<file path="src/rtl/pixel_dma_out_hls_deadlock_mon_mc_if.sv">
// rtl/pixel_dma_out_hls_deadlock_mon_mc_if.sv - stall/idle inputs and detection outputs of the deadlock monitor
interface pixel_dma_out_hls_deadlock_mon_mc_if #(
  parameter int N_AXIS = 1,
  parameter int N_INST = 2,
  parameter int CNT_W  = 16,
  parameter int IDX_W  = (N_AXIS + N_INST > 1) ? $clog2(N_AXIS + N_INST) : 1
);
  logic                clear;
  logic [N_AXIS-1:0]   axis_block_sigs;
  logic [N_INST-1:0]   inst_idle_sigs;
  logic [N_INST-1:0]   inst_block_sigs;
  logic                block;
  logic [IDX_W-1:0]    block_src_idx;
  logic [CNT_W-1:0]    block_cycles;

  modport master (
    output clear, axis_block_sigs, inst_idle_sigs, inst_block_sigs,
    input  block, block_src_idx, block_cycles
  );

  modport slave (
    input  clear, axis_block_sigs, inst_idle_sigs, inst_block_sigs,
    output block, block_src_idx, block_cycles
  );
endinterface

</file>
<file path="src/rtl/pixel_dma_out_hls_deadlock_mon_mc.sv">
// rtl/pixel_dma_out_hls_deadlock_mon_mc.sv - persistence-filtered deadlock monitor for HLS dataflow regions
// Define HLS_DEADLOCK_MON_STICKY_EN to latch block until clear/reset.
module pixel_dma_out_hls_deadlock_mon_mc #(
  parameter int                N_AXIS    = 1,
  parameter int                N_INST    = 2,
  parameter int                THRESH    = 1,
  parameter int                CNT_W     = 16,
  parameter logic [N_AXIS-1:0] AXIS_MASK = {N_AXIS{1'b1}},
  parameter int                IDX_W     = (N_AXIS + N_INST > 1) ? $clog2(N_AXIS + N_INST) : 1
) (
  input  logic                                 clock,
  input  logic                                 reset,
  pixel_dma_out_hls_deadlock_mon_mc_if.slave   mon
);

  localparam logic [CNT_W-1:0] THR     = CNT_W'(THRESH);
  localparam logic [CNT_W-1:0] THR_M1  = CNT_W'(THRESH - 1);
  localparam logic [CNT_W-1:0] CNT_MAX = '1;

  logic [CNT_W-1:0] pcnt_q, pcnt_d;
  logic             block_q, block_d;
  logic [IDX_W-1:0] src_q, src_d;
  logic [CNT_W-1:0] cycles_q, cycles_d;

  logic             cand;
  logic             det;
  logic             reach;
  logic [IDX_W-1:0] src_idx;

  // pcnt saturates at THR, so "pcnt >= THR-1" is exactly one of these two values.
  always_comb begin
    cand  = (|(mon.axis_block_sigs & AXIS_MASK) | (|mon.inst_block_sigs))
            & ~(&mon.inst_idle_sigs);
    det   = cand & (pcnt_q == THR_M1);
    reach = cand & ((pcnt_q == THR_M1) | (pcnt_q == THR));
  end

  // Scan high-to-low so the lowest asserted source wins; AXIS bits outrank inst bits.
  always_comb begin
    src_idx = '0;
    for (int j = N_INST - 1; j >= 0; j--) begin
      if (mon.inst_block_sigs[j]) src_idx = IDX_W'(N_AXIS + j);
    end
    for (int i = N_AXIS - 1; i >= 0; i--) begin
      if (mon.axis_block_sigs[i] & AXIS_MASK[i]) src_idx = IDX_W'(i);
    end
  end

  always_comb begin
    pcnt_d   = pcnt_q;
    block_d  = block_q;
    src_d    = src_q;
    cycles_d = cycles_q;
    if (mon.clear) begin
      pcnt_d   = '0;
      block_d  = 1'b0;
      src_d    = '0;
      cycles_d = '0;
    end else begin
      if (!cand)              pcnt_d = '0;
      else if (pcnt_q == THR) pcnt_d = THR;
      else                    pcnt_d = pcnt_q + 1'b1;
      if (det && !block_q) src_d = src_idx;
`ifdef HLS_DEADLOCK_MON_STICKY_EN
      block_d = block_q | reach;
`else
      block_d = reach;
`endif
      if (block_q && (cycles_q != CNT_MAX)) cycles_d = cycles_q + 1'b1;
    end
  end

  always_ff @(posedge clock or negedge reset) begin
    if (!reset) begin
      pcnt_q   <= '0;
      block_q  <= 1'b0;
      src_q    <= '0;
      cycles_q <= '0;
    end else begin
      pcnt_q   <= pcnt_d;
      block_q  <= block_d;
      src_q    <= src_d;
      cycles_q <= cycles_d;
    end
  end

  assign mon.block         = block_q;
  assign mon.block_src_idx = src_q;
  assign mon.block_cycles  = cycles_q;

endmodule

</file>
<file path="src/flat_wrapper.sv">
// flat-port wrapper written by rule: the top's interface ports become plain ports
module pixel_dma_out_hls_deadlock_mon_mc_flat 
#(
  parameter int                N_AXIS    = 1,
  parameter int                N_INST    = 2,
  parameter int                THRESH    = 1,
  parameter int                CNT_W     = 16,
  parameter logic [N_AXIS-1:0] AXIS_MASK = {N_AXIS{1'b1}},
  parameter int                IDX_W     = (N_AXIS + N_INST > 1) ? $clog2(N_AXIS + N_INST) : 1
)
  (clock, reset, mon_clear, mon_axis_block_sigs, mon_inst_idle_sigs, mon_inst_block_sigs, mon_block, mon_block_src_idx, mon_block_cycles);
  pixel_dma_out_hls_deadlock_mon_mc_if #(.N_AXIS(N_AXIS), .N_INST(N_INST), .CNT_W(CNT_W), .IDX_W(IDX_W)) mon_i ();
  input  logic clock;
  input  logic reset;
  input wire logic [$bits(mon_i.clear)-1:0] mon_clear;
  input wire logic [$bits(mon_i.axis_block_sigs)-1:0] mon_axis_block_sigs;
  input wire logic [$bits(mon_i.inst_idle_sigs)-1:0] mon_inst_idle_sigs;
  input wire logic [$bits(mon_i.inst_block_sigs)-1:0] mon_inst_block_sigs;
  output wire logic [$bits(mon_i.block)-1:0] mon_block;
  output wire logic [$bits(mon_i.block_src_idx)-1:0] mon_block_src_idx;
  output wire logic [$bits(mon_i.block_cycles)-1:0] mon_block_cycles;
  assign mon_i.clear = mon_clear;
  assign mon_i.axis_block_sigs = mon_axis_block_sigs;
  assign mon_i.inst_idle_sigs = mon_inst_idle_sigs;
  assign mon_i.inst_block_sigs = mon_inst_block_sigs;
  assign mon_block = mon_i.block;
  assign mon_block_src_idx = mon_i.block_src_idx;
  assign mon_block_cycles = mon_i.block_cycles;
  pixel_dma_out_hls_deadlock_mon_mc #(.N_AXIS(N_AXIS), .N_INST(N_INST), .THRESH(THRESH), .CNT_W(CNT_W), .AXIS_MASK(AXIS_MASK), .IDX_W(IDX_W)) u_core (.clock(clock), .reset(reset), .mon(mon_i));
endmodule
</file>
<file path="config.mk">
export PLATFORM = sky130hd
export DESIGN_NAME = pixel_dma_out_hls_deadlock_mon_mc_flat
export DESIGN_NICKNAME = d
export VERILOG_FILES = /design/src/rtl/pixel_dma_out_hls_deadlock_mon_mc_if.sv /design/src/rtl/pixel_dma_out_hls_deadlock_mon_mc.sv /design/src/flat_wrapper.sv
export SDC_FILE = /design/constraint.sdc
export NUM_CORES = 1
export LEC_CHECK = 0
export ABC_AREA = 1
export BUFFER_PORTS_ARGS = -buffer_cell sky130_fd_sc_hd__buf_2
export CELL_PAD_IN_SITES_DETAIL_PLACEMENT = 1
export CELL_PAD_IN_SITES_GLOBAL_PLACEMENT = 2
export CORE_MARGIN = 3
export CORE_UTILIZATION = 34
export CTS_BUF_LIST = sky130_fd_sc_hd__clkbuf_2 sky130_fd_sc_hd__clkbuf_4 sky130_fd_sc_hd__clkbuf_8
export DETAILED_ROUTE_END_ITERATION = 7
export GPL_ROUTABILITY_DRIVEN = 1
export PLACE_DENSITY = 0.92
export SETUP_SLACK_MARGIN = 0.15
export SLEW_MARGIN = 20
export SYNTH_ARGS = -nofsm -noshare
export SYNTH_HDL_FRONTEND = slang
export SYNTH_SLANG_ARGS = --single-unit
</file>
<file path="constraint.sdc">
create_clock -name clock -period 2.05 [get_ports clock]
set_clock_uncertainty 0.2 [all_clocks]
set_input_delay 0.41 -clock clock [delete_from_list [all_inputs] [get_ports clock]]
set_output_delay 0.41 -clock clock [all_outputs]
set_load 0.01 [all_outputs]
</file>
==> results.cfg <==
[logic_synthesis]
synth.avg_cell_area_um2 = 7.16
async_flop_share = 1.00
synth_seq_cells = 35
ys.flop_type = dfrtp_1
synth-seq-area-share = 0.420
synth_area_um2 = 2080
ys_top_cells_by_area = dfrtp_1 (42%), nand2_1 (15%), nor2_1 (8.6%), nand3_1 (7.2%), nand4_1 (6.3%)
netlist_instances = 291
synth-adder-area-share = 0.0240
synth_top_family_by_area = simple AND/OR/NAND/NOR gates
synth.distinct_cells = 24
synth_edf_count = 0
yosysWarnings = 0
synth_mux_area_frac = 0
synth.largest_area_cell = dfrtp_1
synth_xor_area_frac = 0.0462
syn_nets = 303
synth_compound_area_frac = 0.0222
yosysTopAreaCellShare = 0.420
yosys.area_share.simple = 0.426

[global_routing]
use_met1 = 0.232
overflow = 0
grt-busiest-layer = met2
first_global_vias = 2058
grt_usage = 0.172
grt_max_degree = 36
grt_antenna_before_repair = 0
grtUsageMet2 = 0.287
grt_first_pass_wirelength_mm = 9.94
use_met3 = 0.0265

[pwr]
p_leak_uw = 0.00122
p_per_area_nw_per_um2 = 566
peakVddDrop_v = 0.000256

[timing]
slew_headroom = 0.687
final-hold-violation-count = 0
fmax_mhz = 567
finalCriticalPeriod_ns = 1.76
worstMarginPinSlew_ns = 0.469
final.setup.tns_ns = 0
slew_violations = 0
rsz0062_at_grt = no
setup_violations = 0
min_period_over_period = 0.860

[worst_setup_path]
max_stage_delay_ns = 0.43
slowest_stage = dfrtp_1
cp_data_required_time_ns = 2.03
cp_max_fo = 15
end_kind = flop
critPathMostFrequentCell = nor2_2
cp_num_buf_inv = 1
cp_cell_sequence = ha_4, nand2_2, nor2_4, nand2_2, nor2_2, nor2_2, buf_4, nand2_1, nand2_1, nor2_2
crit_type = reg2reg
cp_top_family = simple AND/OR/NAND/NOR gates
critical_path_arrival_ns = 1.75
worst_setup_path_start_kind = flop

[finish]
drive_above_1_share = 0.192
final_cell_mix = nand2_1 (85), nor2_1 (45), dfrtp_1 (33)
nNetsFinal = 344
fillers = 750
fin_cells = 405
area_growth_pct = 21.1
fin_util = 0.442
diodes = 0
layout_commonest_cell = nand2_1

[route]
drt_iter0_drc = 80
firstDrtPassIters = 4
wl_per_cell_um = 14.3
via_count = 2034
antenna_left = 0
drc_errors = 0
routed_via_density = 5.02
routed_wl_mm = 5.80

[cts]
insertion_delay_ns = 0.29
clockRootBuffer = clkbuf_8
h-tree-depth = 2
cts_num_sinks = 35
clk_pin_slew_ns = 0.08
cts_tree = done
cts_buffers = 5
clk_path_buf_depth = 2

[place]
dp_hpwl_mm = 4.35
place_congestion = 0.823
dp.cells = 392
io_buffers = 26

[floorplan]
rows = 27
die_area_um2 = 7110
fp.dieW_um = 84.3
die-height_um = 84.3
ioPinCount = 27
initial_core_util = 0.365
core_um2 = 5710

[worst_hold_path]
hp-class = in2reg

[run]
cap_violations = 0

[status]
status = finished clean
-- metrics by stage --
| stage | worst slack [ns] | cell area (um2) | power, uW | hold WS (ns) |
|---|---|---|---|---|
| 3_5_place_dp | 0.143 | 2340 | 852 | 0.288 |
| 2_1_floorplan | 0.233 | 2080 | 794 | -0.0856 |
| 6_report | 0.287 | 2520 | 1430 | 0.166 |
| 5_1_grt | 0.163 | 2520 | 1500 | 0.164 |
| 4_1_cts | 0.153 | 2460 | 1430 | 0.163 |
| 3_3_place_gp | 0.195 | 2340 | 848 | 0.287 |
-- logic make-up after synthesis --
group,after synthesis
AOI/OAI and AO/OA,9
adders and majority gates,4
buffers and inverters,33
and+or+nand+nor,199
DFF,35
xor gates and xnor gates,11
-- layer usage --
metal,vias up,wire length (um)
met3,7,242
met1,967,2730
met5,-,0
li1,1022,-
met2,38,2750
met4,0,74
-- flip-flops by register name, summed over array words and instances (netlist names) --
name                      count
u_core.mon.block              1
u_core.mon.block_src_idx      2
u_core.mon.block_cycles      16
u_core.pcnt_q                16
-- cells in the mapped netlist (all sizes together) (3+ instances only) --
master  count
a21oi       5
ha          4
nand2      87
xor2        7
nand4      21
dfrtp      35
nor2       53
o21ai       3
xnor2       4
inv        27
nand3      30
nor3        6
-- path summary, 6_finish.rpt --
check                                            startpoint                          end  slack [ns]  cells past startpoint
worst max-delay path             u_core.mon.block_cycles[1]   u_core.mon.block_cycles[0]        0.29                     10
max in group asynchronous                             reset             u_core.pcnt_q[0]        0.81                      3
worst max register to register   u_core.mon.block_cycles[1]   u_core.mon.block_cycles[0]        0.29                     10
worst min register to register  u_core.mon.block_src_idx[0]  u_core.mon.block_src_idx[0]        0.33                      2
worst min-delay path                              mon_clear             u_core.pcnt_q[9]        0.17                      2
min in group asynchronous                             reset             u_core.pcnt_q[9]        0.50                      3
-- cell type report --
class / instances / area, um2 / share of cell area
repair buffers: 38 / 235 / 0.0932
clock inverters: 1 / 7.51 / 0.00297
multi-input cells: 223 / 1110 / 0.439
flip-flops and latches: 35 / 878 / 0.348
well taps: 72 / 90.1 / 0.0357
inverters: 29 / 109 / 0.0431
clock buffers: 7 / 96.3 / 0.0382
-- where the power goes --
group	internal, uW	switching [uW]	leakage, uW
sequential	700	14.0	0.000482
combinational	49.1	90.1	0.000683
clock	306	269	0.0000505
total	1060	373	0.00122
-- timing repair --
| item | in CTS | in global routing |
|---|---|---|
| endpoints found under the hold margin | 35 | 0 |
| setup endpoints to repair | 9 | 19 |
| gates resized for setup | 0 | 9 |
| setup buffers | 1 | 3 |
| pin swaps | 0 | 2 |
| hold buffers | 1 | 0 |
-- worst reg2reg max path: stages (launching register included) --
cell,delay (ns)
dfrtp_1,0.43
ha_4,0.19
nand2_2,0.09
nor2_4,0.05
nand2_2,0.08
nor2_2,0.05
nor2_2,0.14
buf_4,0.24
nand2_1,0.07
nand2_1,0.07
nor2_2,0.04
Power figures use the tool's default switching activity.
